**config.mk**
```make
export PLATFORM = sky130hd
export DESIGN_NAME = rc4_key_search_ctrl
export DESIGN_NICKNAME = d
export VERILOG_FILES = /design/src/rtl/rc4_key_search_ctrl.sv
export SDC_FILE = /design/constraint.sdc
export NUM_CORES = 1
export LEC_CHECK = 0
export ABC_CLOCK_PERIOD_IN_PS = 2100
export BUFFER_PORTS_ARGS = -buffer_cell sky130_fd_sc_hd__buf_2
export CORE_ASPECT_RATIO = 0.6
export CORE_UTILIZATION = 47
export CTS_BUF_LIST = sky130_fd_sc_hd__clkbuf_4 sky130_fd_sc_hd__clkbuf_8
export DETAILED_ROUTE_END_ITERATION = 6
export PLACE_DENSITY_LB_ADDON = 0.2
export RECOVER_POWER = 50
export SYNTH_ARGS = -nofsm -noshare
export SYNTH_HDL_FRONTEND = slang
export SYNTH_SLANG_ARGS = --single-unit
```
**constraint.sdc**
```tcl
create_clock -name clk -period 2.1 [get_ports clk]
set_clock_uncertainty 0.05 [all_clocks]
set_input_delay 0.105 -clock clk [delete_from_list [all_inputs] [get_ports clk]]
set_output_delay 0.105 -clock clk [all_outputs]
set_load 0.1 [all_outputs]
```
**src/rtl/rc4_key_search_ctrl.sv**
```systemverilog
// RC4 key-search sequencer: steps a key range through the init/shuffle/decrypt engines and screens the plaintext.
// Define KEYSEARCH_EARLY_ABORT_EN to abandon a decrypt pass on its first byte that is not a lowercase letter or space.
module rc4_key_search_ctrl #(
    parameter int KEY_WIDTH = 24,
    parameter int MSG_LEN   = 32
) (
    input  logic                 clk,
    input  logic                 reset_n,
    input  logic                 start,
    input  logic                 stop,
    input  logic [KEY_WIDTH-1:0] key_lo,
    input  logic [KEY_WIDTH-1:0] key_hi,
    input  logic                 init_finish,
    input  logic                 shuffle_finish,
    input  logic                 decrypt_finish,
    input  logic                 char_valid,
    input  logic [7:0]           char_data,
    output logic                 init_start,
    output logic                 shuffle_start,
    output logic                 decrypt_start,
    output logic                 decrypt_abort,
    output logic [1:0]           mem_sel,
    output logic [KEY_WIDTH-1:0] secret_key,
    output logic                 busy,
    output logic                 found,
    output logic                 exhausted,
    output logic [KEY_WIDTH-1:0] attempts
);

    typedef enum logic [3:0] {
        S_IDLE, S_LOAD, S_INIT, S_SHUFFLE, S_DECRYPT, S_CHECK, S_NEXT, S_FOUND, S_EXHAUSTED
    } state_e;

    // Counter saturates one or more above MSG_LEN so an over-long pass never matches.
    localparam int CNT_W = $clog2(MSG_LEN + 2);

    state_e               state_q, state_d;
    logic                 entry_q;
    logic [KEY_WIDTH-1:0] key_q, key_d;
    logic [KEY_WIDTH-1:0] key_hi_q, key_hi_d;
    logic [KEY_WIDTH-1:0] attempts_q, attempts_d;
    logic [CNT_W-1:0]     char_cnt_q, char_cnt_d;
    logic                 bad_q, bad_d;
    logic                 char_bad;

    assign char_bad = char_valid &&
                      !(((char_data >= 8'h61) && (char_data <= 8'h7A)) || (char_data == 8'h20));

    // entry_q marks the first cycle of a state: the start-pulse cycle, on which finish is ignored.
    // NOTE: sequential state uses non-blocking assignments so every flop samples pre-edge values.
    always_ff @(posedge clk or negedge reset_n) begin
        if (!reset_n) begin
            state_q <= S_IDLE;
            entry_q <= 1'b0;
        end else begin
            state_q <= state_d;
            entry_q <= (state_d != state_q);
        end
    end

    // NOTE: every combinational output gets a default first, so no path can infer a latch.
    always_comb begin
        state_d = state_q;
        if (stop) begin
            state_d = S_IDLE;
        end else begin
            case (state_q)
                S_IDLE:      if (start) state_d = S_LOAD;
                S_LOAD:      state_d = (key_hi < key_lo) ? S_EXHAUSTED : S_INIT;
                S_INIT:      if (!entry_q && init_finish) state_d = S_SHUFFLE;
                S_SHUFFLE:   if (!entry_q && shuffle_finish) state_d = S_DECRYPT;
                S_DECRYPT: begin
`ifdef KEYSEARCH_EARLY_ABORT_EN
                    if (char_bad || (!entry_q && decrypt_finish)) state_d = S_CHECK;
`else
                    if (!entry_q && decrypt_finish) state_d = S_CHECK;
`endif
                end
                S_CHECK: begin
                    if (!bad_q && (char_cnt_q == CNT_W'(MSG_LEN))) state_d = S_FOUND;
                    else if (key_q == key_hi_q)                    state_d = S_EXHAUSTED;
                    else                                           state_d = S_NEXT;
                end
                S_NEXT:      state_d = S_INIT;
                S_FOUND:     if (start) state_d = S_LOAD;
                S_EXHAUSTED: if (start) state_d = S_LOAD;
                default:     state_d = S_IDLE;
            endcase
        end
    end

    always_comb begin
        init_start    = 1'b0;
        shuffle_start = 1'b0;
        decrypt_start = 1'b0;
        mem_sel       = 2'd0;
        case (state_q)
            S_INIT: begin
                mem_sel    = 2'd1;
                init_start = entry_q;
            end
            S_SHUFFLE: begin
                mem_sel       = 2'd2;
                shuffle_start = entry_q;
            end
            S_DECRYPT: begin
                mem_sel       = 2'd3;
                decrypt_start = entry_q;
            end
            default: mem_sel = 2'd0;
        endcase
        busy      = !(state_q inside {S_IDLE, S_FOUND, S_EXHAUSTED});
        found     = (state_q == S_FOUND);
        exhausted = (state_q == S_EXHAUSTED);
    end

    // Key range, attempt counter and plaintext screening; stop freezes all of it.
    always_comb begin
        key_d      = key_q;
        key_hi_d   = key_hi_q;
        attempts_d = attempts_q;
        char_cnt_d = char_cnt_q;
        bad_d      = bad_q;
        if (!stop) begin
            case (state_q)
                S_LOAD: begin
                    key_d      = key_lo;
                    key_hi_d   = key_hi;
                    attempts_d = '0;
                end
                S_DECRYPT: begin
                    if (char_valid && (char_cnt_q != '1)) char_cnt_d = char_cnt_q + 1'b1;
                    if (char_bad) bad_d = 1'b1;
                end
                S_CHECK: if (attempts_q != '1) attempts_d = attempts_q + 1'b1;
                S_NEXT:  key_d = key_q + 1'b1;
                default: ;
            endcase
            if ((state_d == S_DECRYPT) && (state_q != S_DECRYPT)) begin
                char_cnt_d = '0;
                bad_d      = 1'b0;
            end
        end
    end

    always_ff @(posedge clk or negedge reset_n) begin
        if (!reset_n) begin
            key_q      <= '0;
            key_hi_q   <= '0;
            attempts_q <= '0;
            char_cnt_q <= '0;
            bad_q      <= 1'b0;
        end else begin
            key_q      <= key_d;
            key_hi_q   <= key_hi_d;
            attempts_q <= attempts_d;
            char_cnt_q <= char_cnt_d;
            bad_q      <= bad_d;
        end
    end

`ifdef KEYSEARCH_EARLY_ABORT_EN
    logic abort_q;

    always_ff @(posedge clk or negedge reset_n) begin
        if (!reset_n) abort_q <= 1'b0;
        else          abort_q <= (state_q == S_DECRYPT) && char_bad && !stop;
    end

    assign decrypt_abort = abort_q;
`else
    assign decrypt_abort = 1'b0;
`endif

    assign secret_key = key_q;
    assign attempts   = attempts_q;

endmodule

```
## After elaboration in Yosys (flattened, before gate mapping)

Index checks and enable logic that the tools add are counted.

| storage, ports and cells | value |
|---|---|
| flip-flop bits (word level) | 84 |
| input bits | 64 |
| word-level logic and storage cells | 79 |
| output and inout port bits | 57 |

| operators by class | value |
|---|---|
| multiplexer cells | 22 |
| equal/unequal tests | 17 |
| reduce and logical (&&, ||, !) cells | 26 |
| magnitude comparators | 3 |
| add/subtract/negate cells | 3 |
| bitwise operators | 1 |

Operators by type and width:

| cell | number |
|---|---|
| 24-bit case mux with 2 select lines | 2 |
| 24-bit by 1-bit adder with 24-bit output, second input constant | 2 |
| 4-bit two-way mux | 8 |
| 4-bit case mux with 7 select lines | 1 |
| 24-bit == test | 1 |
| 24-bit less-than comparator | 1 |
| 24-bit two-way mux | 1 |
| 24-bit inequality test, second input constant | 1 |
| 4-bit by 3-bit == test with 1-bit output, second input constant | 5 |
| 6-bit two-way mux | 3 |
| 2-bit nonzero test | 5 |
| 3-bit AND reduction | 3 |
| 4-bit by 2-bit == test with 1-bit output, second input constant | 2 |
| 8-bit by 6-bit == test with 1-bit output, second input constant | 1 |
| 8-bit by 7-bit >= comparator with 1-bit output, second input constant | 1 |
| 8-bit by 7-bit <= comparator with 1-bit output, second input constant | 1 |
| 1-bit logical AND | 8 |
| 6-bit by 1-bit adder with 6-bit output, second input constant | 1 |
| 6-bit == test, second input constant | 1 |
| 1-bit two-way mux | 6 |
| 6-bit inequality test, second input constant | 1 |
| 2-bit case mux with 3 select lines | 1 |
| 4-bit by 1-bit == test with 1-bit output, second input constant | 1 |
| 4-bit == test, second input constant | 1 |
| other kinds (10) | 14 |

## Logic depth before layout (Yosys ltp)

Gate-level depths: netlist (run 1).

| logic depth | value |
|---|---|
| word-level depth | 9 |
| mapped depth | 8 |
| mapped depth without buffers | 8 |

## Least setup slack after synthesis (run 1)

OpenSTA, ideal clock, no wires.

| path | value |
|---|---|
| path kind | register to output |
| from | register state_q[3] |
| to | output port busy |
| path buffers | 1 |
| slack | -1.065 ns |
| required time | 1.945 ns |
| arrival | 3.010 ns |
| cell stages (with the launch flop) | 5 |
| path through | dfrtp_1 buf_6 nand2b_1 nor2_1 nor2_1 |

| on the way | value |
|---|---|
| word-level cells in the longest chain between the ends | 3 |
| elaborated cells on any way between the ends | 5 |
| those cells by class | eq/ne (2); reduce/logical (3) |

Ends and longest elaborated chain:

| item | RTL line | RTL |
|---|---|---|
| start: declaration | 37 | `state_e state_q, state_d;` |
| start signal: assignment | 56 | `state_q <= state_d;` |
| 4-bit by 3-bit == test with 1-bit output | - |  |
| via found | 25 | `output logic found,` |
| 3-bit nonzero test | 112 | `busy = !(state_q inside {S_IDLE, S_FOUND, S_EXHAUSTED});` |
| 1-bit zero test | 112 |  |
| end: declaration | 24 | `output logic busy,` |

The timed path passes the listed nets, and every way through them passes these cells.

## Worst setup path after layout (run 1)

| path | value |
|---|---|
| from | input port key_hi[20] |
| to | register state_q[3] |

| on the way | value |
|---|---|
| word-level cells in the longest chain between the ends | 4 |

Ends and longest elaborated chain:

| item | RTL line | RTL |
|---|---|---|
| start: declaration | 12 | `input logic [KEY_WIDTH-1:0] key_hi,` |
| 24-bit less-than comparator | 69 | `S_LOAD: state_d = (key_hi < key_lo) ? S_EXHAUSTED : S_INIT;` |
| 4-bit two-way mux | 69 |  |
| 4-bit case mux with 7 select lines | 67 | `case (state_q)` |
| 4-bit two-way mux | 64 | `if (stop) begin` |
| via state_d[3] | 37 |  |

The timed path passes the listed nets, and every way through them passes these cells.
A chain may end at the register's enable or synchronous reset.

==> metrics.csv, run 1 <==
stage,metric,value,unit
grt,grt_first_pass_wirelength,26900,um
sta,finalSetupViolations,0,
floorplanning,die_y,85.5,um
worst_setup_path,path_class,input port to register,
power,clock_power_share,19.9,%
grt,grt-ovfl-total,0,
logic_synthesis,synth_cells,658,
sta,hold_violations,0,
sta,final.period_utilization,99.5,%
worst_setup_path,endpoint_kind,register,
logic_synthesis,synth_xor_area_share,6.89,%
logic_synthesis,async_flop_share,100,%
worst_setup_path,crit_fanout,3,
power,p_int,3.58,mW
power,combPwrFrac,44.1,%
logic_synthesis,synth-seq-area-share,38.5,%
sta,final_max_slew_viol_count,0,
grt,track_usage,28.8,%
grt,grt_use_met2,41.9,%
power,pwr-share-seq,36.0,%
floorplanning,die_area,0.0121,sq mm
clock_network,clk_path_buf_depth,2,
grt,use_met3,5.92,%
logic_synthesis,synth_edf_count,0,
grt,met1_usage,44.0,%
worst_hold_path,hold_path.class,input port to register,
sta,worst-slew-pin-transition,1.19,ns
sta,slew_headroom,20.8,%
finish,antenna_cells,0,
placement,place.gp.congestion,0.875,
floorplanning,rows,30,
routing,drc,0,
logic_synthesis,ys.flop_type,dfrtp_1,
finish,layout-drive-gt1-share,31.7,%
finish,final_cells,1003,
clock_network,cts_buffers,9,
power,p_switching,3.20,mW
floorplanning,core,0.0113,sq mm
grt,antenna_found_initial,0,
routing,dr.pass1.iters,6,
logic_synthesis,yosys.area_share.adder,6.18,%
routing,drtIter0Drc,549,
logic_synthesis,synth_top_family_by_area,simple AND/OR/NAND/NOR gates,
floorplanning,io_pins,121,
routing,viasPerCell,5.67,
worst_setup_path,crit_required,2.31,ns
worst_setup_path,max_stage_delay,0.54,ns
power,switching_share,47.2,%
logic_synthesis,synth.area.mux_share,0.870,%
grt,top_usage_layer,met1,
sta,layout_min_cycle_time,2.09,ns
routing,num_vias,5690,
grt,grt_pass1_vias,5131,
worst_setup_path,cp.arrival,2.30,ns
logic_synthesis,netlist_area,0.00546,sq mm
worst_setup_path,reg2reg_slack,0.03,ns
worst_setup_path,crit_family,buffers and inverters,
worst_hold_path,hold_depth,2,
sta,timing.fmax,479,MHz
routing,ant_nets,0,
placement,portBuffers,119,
worst_setup_path,crit_path_start_kind,input port,
power,p_leak,3.39,nW
routing,wl_per_cell,17.2,um
power,p_per_area,910,mW/mm^2
logic_synthesis,synth-seq-cells,84,
worst_setup_path,critPathSlowestCell,dlygate4sd3_1,
sta,whs,0.0172,ns
logic_synthesis,yosysWarnings,0,
clock_network,ctsHtreeMaxLevel,3,
routing,wl,17300,um
clock_network,clk_latency,0.37,ns
worst_setup_path,worst-path-buf-inv,2,
worst_setup_path,cp_cell_sequence,dlygate4sd3_1 > buf_2 > ha_1 > nand4_1 > nor4_2 > nand2_1 > o211ai_1 > a31oi_2 > a211o_1,
finish,area_growth,36.6,%
floorplanning,start_util,48.4,%
logic_synthesis,synthSimpleGateAreaFrac,27.0,%
clock_network,clk_pin_slew,0.09,ns
clock_network,cts.root.buffer_cell,clkbuf_8,
finish,final-seq-area,0.00224,sq mm
finish,multiInputGateArea,0.00334,sq mm
logic_synthesis,synth_nets,749,
placement,dp_cells,953,
worst_setup_path,worst_r2r_path_depth,5,
clock_network,cts_tree,done,
finish,nets,929,
outcome,status,completed,
run,max-cap-violations,0,
worst_setup_path,worst-path-stages,9,
finish,nFillCells,973,
logic_synthesis,yosysUniqueCellTypes,65,
floorplanning,die_w,141,um
grt,grt_start_max_net_pins,57,
logic_synthesis,synth_compound_area_share,15.8,%
power,ir_drop,0.514,mV
sta,grt_setup_unrepaired,yes,
finish,post-route-util,66.1,%
logic_synthesis,syn_avg_cell_area,8.30,sq um
clock_network,clock_sinks,84,
placement,hpwl,12500,um
-- metrics by stage --
step           power (mW)  setup slack (ns)  TNS [ns]  instance area, sq um
2_1_floorplan        4.50            -0.373     -1.15                  5710
3_3_place_gp         5.20            0.0527         0                  6760
3_5_place_dp         5.25           -0.0136   -0.0164                  6760
4_1_cts              6.65           0.00515         0                  7310
5_1_grt              7.08           -0.0443    -0.218                  7460
6_report             6.79            0.0103         0                  7460
-- cell families after synthesis --
kind of cell | Yosys count
AO/OA/AOI/OAI | 137
XOR/XNOR | 43
adder cells (fa/ha/maj) | 27
buffers and inverters | 63
flip-flops | 84
multiplexers | 4
other | 1
AND/OR/NAND/NOR | 299
-- layout make-up --
| type | count | area share [%] |
|---|---|---|
| clock buffers | 12 | 2.05 |
| flip-flops and latches | 84 | 30.0 |
| repair buffers | 200 | 17.9 |
| clock inverters | 4 | 0.972 |
| inverters | 32 | 1.61 |
| well taps | 160 | 2.68 |
| multi-input cells | 511 | 44.8 |
-- routing by layer --
metal  share of wire, %  vias to the layer above
met5                  0                        -
met4               0.72                        0
met3                8.3                       14
li1                   -                     2678
met2                 42                      228
met1                 49                     2770
-- sequential cells by signal (all words and copies together), names as in the netlist --
register / count
char_cnt_q: 6
entry_q: 1
key_hi_q: 24
bad_q: 1
state_q: 4
secret_key: 24
attempts: 24
-- path summary, 6_finish.rpt --
check / startpoint / endpoint
min reg2reg: key_hi_q[23] / key_hi_q[23]
max: key_hi[20] / state_q[3]
max reg2reg: state_q[1] / attempts[17]
min in group asynchronous: reset_n / attempts[21]
min: key_lo[20] / secret_key[20]
max in group asynchronous: reset_n / secret_key[8]
-- power groups by stage --
stage | Clock, mW | Combinational (mW) | Sequential [mW]
2_1_floorplan | 0 | 0.960 | 3.54
3_3_place_gp | 0 | 2.79 | 2.42
3_5_place_dp | 0 | 2.82 | 2.43
4_1_cts | 1.37 | 2.89 | 2.40
5_1_grt | 1.44 | 3.15 | 2.49
6_report | 1.35 | 2.99 | 2.45
-- worst reg2reg max path, stage by stage, from the launching register on --
cell     delay, ns
dfrtp_2       0.45
nor4b_4       0.37
nand4_2       0.16
or4_4         0.52
or3_4         0.34
a21oi_2       0.11
-- cells in the final DEF (no fill, tap or decap), types with 3 or more instances in the layout --
cell / instances
a211oi_1: 4
a21o_1: 7
a21oi_1: 46
a22o_1: 3
a31oi_1: 8
and2_1: 3
and3_1: 6
and4_1: 4
and4_4: 5
buf_12: 4
buf_2: 87
buf_4: 47
buf_6: 4
clkbuf_1: 23
clkbuf_4: 5
clkbuf_8: 10
dfrtp_1: 34
dfrtp_2: 21
dfrtp_4: 29
dlygate4sd3_1: 31
ha_1: 26
inv_1: 31
nand2_1: 110
nand2b_1: 6
nand3_1: 33
nand3_2: 3
nand4_1: 21
nor2_1: 58
nor2_2: 4
nor2b_1: 5
nor3_1: 4
nor4_2: 5
o211ai_1: 4
o21ai_0: 27
o22a_1: 3
o22ai_1: 10
xnor2_1: 17
xor2_1: 23
-- cell usage after synthesis, types with 18 or more instances --
library cell	count	area, sq um
o21ai_0	28	140
ha_1	27	338
nand2_1	112	420
nand3_1	38	190
a21oi_1	48	240
xor2_1	25	219
clkbuf_1	20	75.1
dfrtp_1	84	2100
nand4_1	21	131
nor2_1	64	240
inv_1	31	116
xnor2_1	18	158
-- timing repair --
item                                    CTS  global route
endpoints found under the hold margin    58             0
endpoints found under the setup margin    8            50
gates resized for setup                   5            38
pin swaps                                 0            15
buffers inserted                          0             3
hold buffers                             31             0
Power figures use the tool's default switching activity.
==> inputs of run 2 (changes only) <==
BUFFER_PORTS_ARGS = -buffer_cell sky130_fd_sc_hd__buf_4   (was -buffer_cell sky130_fd_sc_hd__buf_2)
MAX_ROUTING_LAYER = met4   (was unset)
PLACE_DENSITY = 0.76   (was unset)
PLACE_DENSITY_LB_ADDON = unset   (was 0.2)
==> run 2 against run 1 <==
  * Via count is 0.81% higher
  * Combinational power is 4% higher
  * Critical path type is now register to register
  * Core utilization is 1.7 points higher
  * Final cell count is 0.40% lower
  * Register-to-register slack worse by 0.03 ns
  * Count of clock-buffer cells in the layout is 2 lower
  * Maximum frequency is 0.48% lower
  * Critical path depth is 4 lower
  * Wire length is 0.58% lower
  * Sequential cell count stayed put
  * Critical endpoint is now attempts[17]
  * Power is 2.9% higher
==> metrics.csv, run 2 (synthesized netlist as in run 1, its figures left out) <==
stage,metric,value,unit,change
finish,mostFrequentLayoutCells,"buf_4 (134), nand2_1 (110), nor2_1 (57)",,"was nand2_1 (110), buf_2 (87), nor2_1 (58)"
sta,final.period_utilization,100,%,was 99.5%
clock_network,clk_pin_slew,0.09,ns,about the same
worst_setup_path,crit_fanout,5,,was 3
sta,worst-slew-pin-transition,1.21,ns,was 1.19 ns
routing,drtIter0Drc,591,,was 549
worst_setup_path,cp.arrival,2.36,ns,was 2.30 ns
grt,grt_first_pass_wirelength,27100,um,"was 26,900 um"
sta,whs,0.0184,ns,was 0.0172 ns
finish,final_cells,999,,"was 1,003"
clock_network,ctsHtreeMaxLevel,3,,unchanged
floorplanning,die_y,85.5,um,unchanged
floorplanning,start_util,48.4,%,unchanged
routing,num_vias,5736,,"was 5,690"
worst_hold_path,hold_path.class,input port to register,,unchanged
placement,place.gp.congestion,0.952,,was 0.875
finish,multiInputGateArea,0.00330,sq mm,was 0.00334 sq mm
finish,nFillCells,924,,was 973
routing,drc,0,,unchanged
routing,ant_nets,0,,unchanged
grt,grt_pass1_vias,5353,,"was 5,131"
floorplanning,rows,30,,unchanged
clock_network,cts.root.buffer_cell,clkbuf_8,,unchanged
power,ir_drop,0.542,mV,was 0.514 mV
worst_setup_path,path_class,register to register,,was input port to register
sta,worst_slack,0.000132,ns,was 0.0103 ns
finish,layout-drive-gt1-share,33.4,%,was 31.7%
grt,grt-ovfl-total,0,,unchanged
finish,design_area,0.00765,sq mm,was 0.00746 sq mm
power,p_per_area,913,mW/mm^2,was 910 mW/mm^2
finish,area_growth,40.1,%,was 36.6%
clock_network,clk_path_buf_depth,2,,unchanged
worst_setup_path,endpoint_kind,register,,unchanged
grt,antenna_found_initial,0,,unchanged
finish,antenna_cells,0,,unchanged
sta,layout_min_cycle_time,2.10,ns,was 2.09 ns
sta,finalSetupViolations,0,,unchanged
clock_network,clk_latency,0.38,ns,was 0.37 ns
placement,pre_cts_ws,-0.0525,ns,was -0.0136 ns
floorplanning,core,0.0113,sq mm,unchanged
sta,timing.fmax,476,MHz,was 479 MHz
floorplanning,io_pins,121,,unchanged
placement,portBuffers,119,,unchanged
worst_setup_path,crit_path_start_kind,register,,was input port
power,p_leak,3.52,nW,was 3.39 nW
placement,dpl_cell_area,0.00699,sq mm,was 0.00676 sq mm
routing,dr.pass1.iters,5,,was 6
placement,hpwl,12600,um,"was 12,500 um"
grt,grt_start_max_net_pins,44,,was 57
clock_network,cts_tree,done,,unchanged
placement,dp_cells,947,,was 953
routing,viasPerCell,5.74,,was 5.67
finish,nets,925,,was 929
routing,wl,17200,um,"was 17,300 um"
clock_network,clock_sinks,84,,unchanged
sta,fin_setup_tns,0,ns,unchanged
worst_setup_path,crit_required,2.36,ns,was 2.31 ns
floorplanning,die_area,0.0121,sq mm,unchanged
run,max-cap-violations,0,,unchanged
finish,final_common_cell,buf_4,,was nand2_1
finish,final-seq-area,0.00224,sq mm,about the same
sta,final_max_slew_viol_count,0,,unchanged
sta,slew_headroom,19.4,%,was 20.8%
grt,track_usage,30.1,%,was 28.8%
clock_network,cts_buffers,9,,unchanged
floorplanning,die_w,141,um,unchanged
outcome,status,completed,,unchanged
routing,wl_per_cell,17.2,um,about the same
sta,grt_setup_unrepaired,yes,,unchanged
sta,hold_violations,0,,unchanged
## run 2: changes by cell type in the layout (fill, tap and decap cells not counted), sizes merged
cell / previous run / this run
buf: 142 / 141
inv: 31 / 32
dlygate4sd3: 31 / 33
clkbuf: 39 / 32
bufinv: 2 / 3
## run 2: report_power, final
| group | switching, mW | internal (mW) | total [mW] |
|---|---|---|---|
| logic | 2.17 | 0.942 | 3.12 |
| registers | 0.403 | 2.02 | 2.42 |
| clock network | 0.637 | 0.806 | 1.44 |
## run 2: worst max-delay path: stages, from the launching register on
cell and delay (ns):
dfrtp_2 0.45, nor4b_4 0.39, nand4_2 0.17, or4_4 0.52, or3_4 0.34, a21oi_2 0.12
## run 2: final cells by class
| type | count | area share [%] |
|---|---|---|
| Tap cell | 160 | 2.62 |
| Multi-Input combinational cell | 511 | 43.1 |
| Clock buffer | 10 | 1.72 |
| Inverter | 32 | 1.57 |
| Clock inverter | 6 | 1.46 |
| Sequential cell | 84 | 29.2 |
| Timing Repair Buffer | 196 | 20.3 |
## run 2: final timing paths
check	startpoint	to	slack, ns	cells past startpoint
worst max-delay path	state_q[3]	attempts[17]	0.0001	5
worst min-delay path	key_lo[8]	secret_key[8]	0.02	3
worst max register to register	state_q[3]	attempts[17]	0.0001	5
worst min register to register	key_hi_q[23]	key_hi_q[23]	0.46	2
max in group asynchronous	reset_n	secret_key[3]	0.66	2
min in group asynchronous	reset_n	attempts[11]	0.45	2
## run 2: what timing repair did
| item | CTS | global route |
|---|---|---|
| hold buffers | 33 | 0 |
| setup endpoints to repair | 4 | 49 |
| hold endpoints to repair | 74 | 0 |
| resized for setup | 2 | 29 |
| setup buffers | 0 | 3 |
| pin swaps | 1 | 12 |
## run 2: layer usage
metal	part of all wire, %	GRT usage [%]	vias to the layer above
met5	0	-	-
met4	1.3	6.03	0
met2	43	43.4	302
li1	-	-	2681
met3	9.5	6.48	24
met1	46	43.4	2729
## run 2: per-stage QoR
| stage | power (mW) | utilization (%) |
|---|---|---|
| 2_1_floorplan | 4.50 | - |
| 3_3_place_gp | 5.35 | 61.9 |
| 3_5_place_dp | 5.41 | 61.9 |
| 4_1_cts | 6.91 | 67.0 |
| 5_1_grt | 7.27 | 67.7 |
| 6_report | 6.98 | 67.7 |
